`src/rtl/fetch_unit.sv`:
```
// fetch_unit: instruction-fetch control stage wrapped around the PC register.
//
// Works out the next PC for the PC register to load each cycle. Issues
// instruction-memory requests with a valid/ready handshake, with at most one
// request outstanding at a time. Waits for a response of variable latency and
// presents one instruction, with its PC, to the IF/ID stage. A redirect squashes
// any stale fetch or buffered instruction.
//
// Ports:
//   clk, rst         clock and synchronous active-high reset
//   pc_cur           current PC from the PC register output
//   pc_next          next PC, wired to the PC register input (loaded every cycle)
//   redirect_valid   taken branch/jump resolved this cycle
//   redirect_pc      redirect target (low two bits are cleared)
//   imem_req_*       fetch request channel (valid/ready, address = pc_cur)
//   imem_rsp_*       fetch response channel (valid, instruction word)
//   if_valid/ready   handshake with the decode stage
//   if_pc, if_instr  presented instruction and its PC
module fetch_unit #(
  parameter int unsigned           PC_WIDTH = 32,
  parameter logic [PC_WIDTH-1:0]   RESET_PC = 32'h0000_0000
) (
  input  logic                clk,
  input  logic                rst,
  input  logic [PC_WIDTH-1:0] pc_cur,
  output logic [PC_WIDTH-1:0] pc_next,
  input  logic                redirect_valid,
  input  logic [PC_WIDTH-1:0] redirect_pc,
  output logic                imem_req_valid,
  input  logic                imem_req_ready,
  output logic [PC_WIDTH-1:0] imem_req_addr,
  input  logic                imem_rsp_valid,
  input  logic [PC_WIDTH-1:0] imem_rsp_data,
  output logic                if_valid,
  input  logic                if_ready,
  output logic [PC_WIDTH-1:0] if_pc,
  output logic [PC_WIDTH-1:0] if_instr
);

  // REQ: idle with an empty buffer; WAIT: response pending;
  // DROP: the pending response is stale; HOLD: instruction buffered for decode.
  typedef enum logic [1:0] {
    ST_REQ  = 2'd0,
    ST_WAIT = 2'd1,
    ST_DROP = 2'd2,
    ST_HOLD = 2'd3
  } fetch_state_t;

  localparam logic [PC_WIDTH-1:0] PC_STEP = PC_WIDTH'(3'd4);

  fetch_state_t        state_r;
  logic [PC_WIDTH-1:0] req_pc_r;
  logic                if_valid_r;
  logic [PC_WIDTH-1:0] if_pc_r;
  logic [PC_WIDTH-1:0] if_instr_r;

  logic                req_valid_s;
  logic                handshake_s;
  logic [PC_WIDTH-1:0] redirect_target_s;

  assign redirect_target_s = {redirect_pc[PC_WIDTH-1:2], 2'b00};

  // Request issue and handshake detection. A redirect suppresses the request so
  // that the wrong-path PC is never sent to memory.
  always_comb begin
    req_valid_s = 1'b0;
    if (rst) begin
      req_valid_s = 1'b0;
    end else if (redirect_valid) begin
      req_valid_s = 1'b0;
    end else if ((state_r == ST_REQ) || ((state_r == ST_HOLD) && if_ready)) begin
      req_valid_s = 1'b1;
    end else begin
      req_valid_s = 1'b0;
    end
    handshake_s = req_valid_s && imem_req_ready;
  end

  // Next-PC selection. The priority order is reset, redirect, sequential step,
  // then hold. The sequential step wraps modulo 2^PC_WIDTH.
  always_comb begin
    pc_next = pc_cur;
    if (rst) begin
      pc_next = RESET_PC;
    end else if (redirect_valid) begin
      pc_next = redirect_target_s;
    end else if (handshake_s) begin
      pc_next = pc_cur + PC_STEP;
    end else begin
      pc_next = pc_cur;
    end
  end

  assign imem_req_valid = req_valid_s;
  assign imem_req_addr  = pc_cur;
  assign if_valid       = if_valid_r;
  assign if_pc          = if_pc_r;
  assign if_instr       = if_instr_r;

  // Fetch control FSM. It tracks the request PC and holds the decode-facing
  // buffer. Any response outside WAIT or DROP is a protocol error and is ignored.
  always_ff @(posedge clk) begin
    if (rst) begin
      state_r    <= ST_REQ;
      req_pc_r   <= '0;
      if_valid_r <= 1'b0;
      if_pc_r    <= '0;
      if_instr_r <= '0;
    end else begin
      case (state_r)
        ST_REQ: begin
          if (handshake_s) begin
            state_r  <= ST_WAIT;
            req_pc_r <= pc_cur;
          end else begin
            state_r  <= ST_REQ;
          end
        end
        ST_WAIT: begin
          if (redirect_valid) begin
            // A response in the same cycle is discarded. Otherwise the response
            // still to come must be dropped.
            state_r <= imem_rsp_valid ? ST_REQ : ST_DROP;
          end else if (imem_rsp_valid) begin
            state_r    <= ST_HOLD;
            if_valid_r <= 1'b1;
            if_pc_r    <= req_pc_r;
            if_instr_r <= imem_rsp_data;
          end else begin
            state_r <= ST_WAIT;
          end
        end
        ST_DROP: begin
          if (imem_rsp_valid) begin
            state_r <= ST_REQ;
          end else begin
            state_r <= ST_DROP;
          end
        end
        ST_HOLD: begin
          if (redirect_valid) begin
            // The buffered instruction is flushed, not consumed.
            state_r    <= ST_REQ;
            if_valid_r <= 1'b0;
          end else if (if_ready && handshake_s) begin
            state_r    <= ST_WAIT;
            req_pc_r   <= pc_cur;
            if_valid_r <= 1'b0;
          end else if (if_ready) begin
            state_r    <= ST_REQ;
            if_valid_r <= 1'b0;
          end else begin
            state_r <= ST_HOLD;
          end
        end
        default: begin
          state_r    <= ST_REQ;
          if_valid_r <= 1'b0;
        end
      endcase
    end
  end

endmodule

```
`config.mk`:
```
export PLATFORM = sky130hd
export DESIGN_NAME = fetch_unit
export DESIGN_NICKNAME = d
export VERILOG_FILES = /design/src/rtl/fetch_unit.sv
export SDC_FILE = /design/constraint.sdc
export NUM_CORES = 1
export LEC_CHECK = 0
export CAP_MARGIN = 15
export CORE_MARGIN = 5
export CORE_UTILIZATION = 38
export CTS_BUF_LIST = sky130_fd_sc_hd__clkbuf_8
export CTS_CLUSTER_SIZE = 24
export DETAILED_ROUTE_END_ITERATION = 10
export PLACE_DENSITY = 0.78
export REMOVE_ABC_BUFFERS = 1
export SYNTH_ARGS = -nofsm -noshare
export SYNTH_HDL_FRONTEND = slang
export SYNTH_SLANG_ARGS = --single-unit
```
`constraint.sdc`:
```
create_clock -name clk -period 1.79 [get_ports clk]
set_input_delay 0.358 -clock clk [delete_from_list [all_inputs] [get_ports clk]]
set_output_delay 0.358 -clock clk [all_outputs]
set_load 0.005 [all_outputs]
```
* Yosys cells after proc, flatten, opt, wreduce, memory -nomap -nowiden
Index checks and enable logic that the tools add are counted.
Widths: inputs -> output; s select.
** Cells by class
- Add/subtract/negate cells :: 1
- Multiply operators :: 0
- Div/mod/pow operators :: 0
- Order comparisons :: 0
- Equality and inequality tests :: 9
- Shifts and indexed selects :: 0
- Muxes and demuxes :: 24
- Bitwise operators :: 1
- Reduce and logical (&&, ||, !) cells :: 10
** Operator list (count)
- $mux 32 :: 6
- $pmux 32 s2 :: 1
- $add 32x3->32 const B :: 1
- $mux 2 :: 6
- $mux 1 :: 9
- $ne 2x2->1 const B :: 4
- $pmux 2 s4 :: 1
- $reduce_and 4->1 :: 2
- $eq 2x2->1 const B :: 2
- $ne 4x3->1 const B :: 1
- $reduce_bool 2->1 :: 2
- $logic_and 1x1->1 :: 3
- $reduce_and 3->1 :: 1
- $eq 2x1->1 const B :: 1
- $logic_not 2->1 :: 1
- $ne 2x1->1 const B :: 1
- $pmux 1 s2 :: 1
- $logic_or 1x1->1 :: 1
- $not 1->1 :: 1
** Word-level totals
- Bits in registers :: 99
- Latch bits :: 0
- Bits in writable memories :: 0
- Bits in read-only memories :: 0
- Word-level logic and storage cells :: 50
- Memories :: 0

* Depth between registers and ports, before layout
- Depth after elaboration :: 11
- Mapped depth :: 9
- Gate-level depth less buffers :: 6

* Least setup slack after synthesis
Ideal clock, no wire load.
- Path kind :: input -> output
- Start :: input rst
- End :: output pc_next[8]
- Arrival time :: 1637 ps
- Required time :: 1432 ps
- Path slack :: -205 ps
- Stages on the path :: 6
- Path buffers :: 2
- Cell sequence :: clkbuf_1 -> nor2_8 -> o211ai_4 -> buf_6 -> or3_1 -> a311oi_1
** Between the ends
- Longest elaborated chain between the ends :: 5
** Ends and longest elaborated chain
- from (decl) :: RTL line 24 : input logic rst,
- $mux 1 :: RTL line 67 : if (rst) begin
- $logic_and 1x1->1 :: RTL line 76 : handshake_s = req_valid_s && imem_req_ready;
- $mux 32 :: RTL line 87 : end else if (handshake_s) begin
- $mux 32 :: RTL line 85 : end else if (redirect_valid) begin
- $mux 32 * :: RTL line 83 : if (rst) begin
- to (decl) :: RTL line 26 : output logic [PC_WIDTH-1:0] pc_next,
Every way passes the cells marked *; elsewhere a longest branch is shown, timed or not.

* Worst setup path after layout
- Start :: register state_r[1]
- End :: output pc_next[9]
** Between the ends
- Longest elaborated chain between the ends :: 10
- Elaborated cells on any way between the ends :: 11
- Classes of those cells :: 1 x eq/ne; 6 x mux; 4 x reduce/logical
** Ends and longest elaborated chain
- from (decl) :: RTL line 51 : fetch_state_t state_r;
- from (signal assigned) :: RTL line 123 : state_r <= imem_rsp_valid ? ST_REQ : ST_DROP;
- $eq 2x2->1 :: RTL line 71 : end else if ((state_r == ST_REQ) || ((state_r == ST_HOLD) && if_ready)) begin
- $logic_and 1x1->1 :: RTL line 71
- $logic_or 1x1->1 * :: RTL line 71
- $mux 1 * :: RTL line 71
- $mux 1 * :: RTL line 69 : end else if (redirect_valid) begin
- $mux 1 * :: RTL line 67
- $logic_and 1x1->1 * :: RTL line 76
- $mux 32 * :: RTL line 87
- $mux 32 * :: RTL line 85
- $mux 32 * :: RTL line 83
Marked as above.

==> flow_metrics.tcl <==
set metrics [dict create \
    min_period_over_period 1.43 \
    skew_ps 11.0 \
    holdBufCountCts 0 \
    core-area_mm2 0.0127 \
    die_h_um 124 \
    via_per_inst 4.94 \
    num_vias 5516 \
    timing.fmax_mhz 391 \
    n_fill_cell 1094 \
    avgSynthCellArea_um2 7.50 \
    synthArstFlopShare 0 \
    vdd_drop_max_mv 0.473 \
    rsz0062_at_grt "yes" \
    syn_to_final_growth_pct 72.2 \
    relSlewSlack 0.582 \
    worst_ep_arrival_time_ps 2200 \
    hold_violations 0 \
    synth_area_mm2 0.00491 \
    grt_pass1_wl_um 26700 \
    yosysWarningCount 0 \
    numPortBuffers 229 \
    grt_pass1_vias 5219 \
    drv_slew 0 \
    fin_area_mm2 0.00846 \
    numCtsBuffers 9 \
    root_buffer "clkbuf_8" \
    place.gp.congestion 0.827 \
    crit_path_frequent_cell "buf_6" \
    violations "negative setup slack" \
    cp-end-kind "output port" \
    regArea_mm2 0.00198 \
    synth_flop_cell "dfxtp_1" \
    ys_types 43 \
    clock_latency_ps 390 \
    die_w_um 124 \
    cts-htree-levels 3 \
    cts_buffer_depth 2 \
    synth_top_area_frac 0.404 \
    hpwl_um 12500 \
    synth_area_leader_cell "dfxtp_1" \
    rows 41 \
    final_antenna_net_count 0 \
    grt_max_degree 59 \
    drtPass1Iterations 4 \
    hp-class "in -> reg" \
    placed_area_mm2 0.00765 \
    dieArea_mm2 0.0153 \
    cts_tree "yes" \
    tightest_slew_ps 627 \
    initial_core_util 0.388 \
    cp_slowest_stage_delay_ps 350 \
    hold_slack_ps 348 \
    ys_seq_elements 99 \
    worst_slack_ps -765 \
    maxCapViolCount 0 \
    crit_type "reg -> out" \
    synth_edf_count 0 \
    synth_cells 655 \
    finalWirelength_um 18000 \
    final_core_util 0.667 \
    cellLeakagePower_nw 3.30 \
    synth_most_common_cell "nand2_1" \
    multi_input_area_mm2 0.00277 \
    grt-ovfl-total 0 \
    timing.critical_path.buf_inv 4 \
    seq_area_frac_synth 0.404 \
    status "finished, violations left" \
    cp-start-kind "flop" \
    cp_max_fo 4 \
    cpLargestDelayFamily "buffers and inverters" \
    final_nets 1045 \
    clkSinkCount 99 \
    ioPinCount 232 \
    layout-drive-gt1-share 0.255 \
    path_cells "buf_6 -> nor2_4 -> o2111ai_4 -> buf_6 -> buf_6 -> or3_1 -> a311oi_1 -> buf_2" \
    synth_commonest_cells "nand2_1 (217), a21oi_1 (105), dfxtp_1 (99)" \
    synth.area.top_cells "dfxtp_1 (40%), nand2_1 (17%), a21oi_1 (11%), buf_4 (5.2%), xnor2_1 (3.7%)" \
    antenna_found_initial 1 \
    clkTransAtPathRegs_ps 90 \
    cp_slowest_cell "dfxtp_2" \
    period_minus_slack_ps 2560 \
    drc_errors 0 \
    track_usage 0.222 \
    powerDensity_mw_per_mm2 560 \
    fin_setup_tns_ps -18120 \
    setup_viol 34 \
    cp_data_required_time_ps 1430 \
    drt_iter0_drc 292 \
    wire_per_inst_um 16.1 \
    power_mw 4.73 \
]
flip-flops by register name, indices dropped and copies added (netlist names):
name and count:
state_r 2, if_instr 32, if_pc 32, if_valid 1
req_pc_r 32
repair_timing:
item | 4_1_cts | 5_1_grt
pin swaps | 58 | 28
hold endpoints to repair | 0 | 0
gates cloned | 0 | 3
gates resized for setup | 214 | 53
setup endpoints to repair | 159 | 115
setup buffers | 23 | 17
worst reg2reg max path: stages (launching register included):
cell      delay [ps]
dfxtp_2          350
and3_4           200
buf_6            130
buf_4            130
o211ai_4         200
buf_4            380
nand2_1          140
a21oi_1          200
stage by stage:
step,setup slack (ps),instances
final,-765,1117
after global routing,-847,1117
after global placement,-1340,1061
after floorplan,-1590,577
after CTS,-770,1098
after detailed placement,-1390,1061
kinds of logic after synthesis:
family,share of synthesized area
flip-flops,0.404
XOR/XNOR,0.0410
multiplexers,0.00204
adder cells (fa/ha/maj),0.00509
AND/OR/NAND/NOR,0.271
buffers and inverters,0.0989
AO/OA/AOI/OAI,0.178
routing by layer:
| layer | routed length (um) | vias up | global-route usage |
|---|---|---|---|
| met5 | 0 | - | 0 |
| met4 | 361 | 0 | 0.0734 |
| met3 | 1560 | 25 | 0.0699 |
| met2 | 8690 | 192 | 0.370 |
| met1 | 7380 | 2577 | 0.271 |
| li1 | - | 2722 | - |
where the power goes:
| group | internal, mW | total (mW) | switching, mW |
|---|---|---|---|
| sequential | 2.24 | 2.26 | 0.0188 |
| clock | 0.760 | 1.54 | 0.779 |
| combinational | 0.520 | 0.939 | 0.418 |
cell type report:
type                       count  share of cell area
timing repair buffer         353               0.385
clock inverter                 5             0.00858
tap                          172              0.0255
clock buffer                   9              0.0146
sequential                    99               0.235
inverter                       8             0.00355
multi-input combinational    470               0.328
antenna                        1            0.000296
path summary, 6_finish.rpt:
path | from | to | slack, ps | cells after the start
worst min-delay path | pc_cur[13] | req_pc_r[13] | 350 | 4
worst max-delay path | state_r[1] | pc_next[9] | -770 | 8
worst min register to register | req_pc_r[30] | if_pc[30] | 450 | 2
worst max register to register | state_r[1] | req_pc_r[21] | -10 | 7
layout by cell type (no fill, tap or decap), drive strengths merged, types with 3 or more instances in the layout:
cell type      count
a211oi            17
a21oi            105
a311oi             5
and2               3
and3               3
and4               6
buf              153
clkbuf            15
clkdlybuf4s15     10
clkdlybuf4s50    164
dfxtp             99
dlygate4sd2       20
inv               10
nand2            217
nand3             11
nand4              3
nor2              28
nor3              12
nor4               6
o211ai             3
o21ai             11
or3                4
xnor2             21
Note: power is estimated with default switching activity, not from simulation.
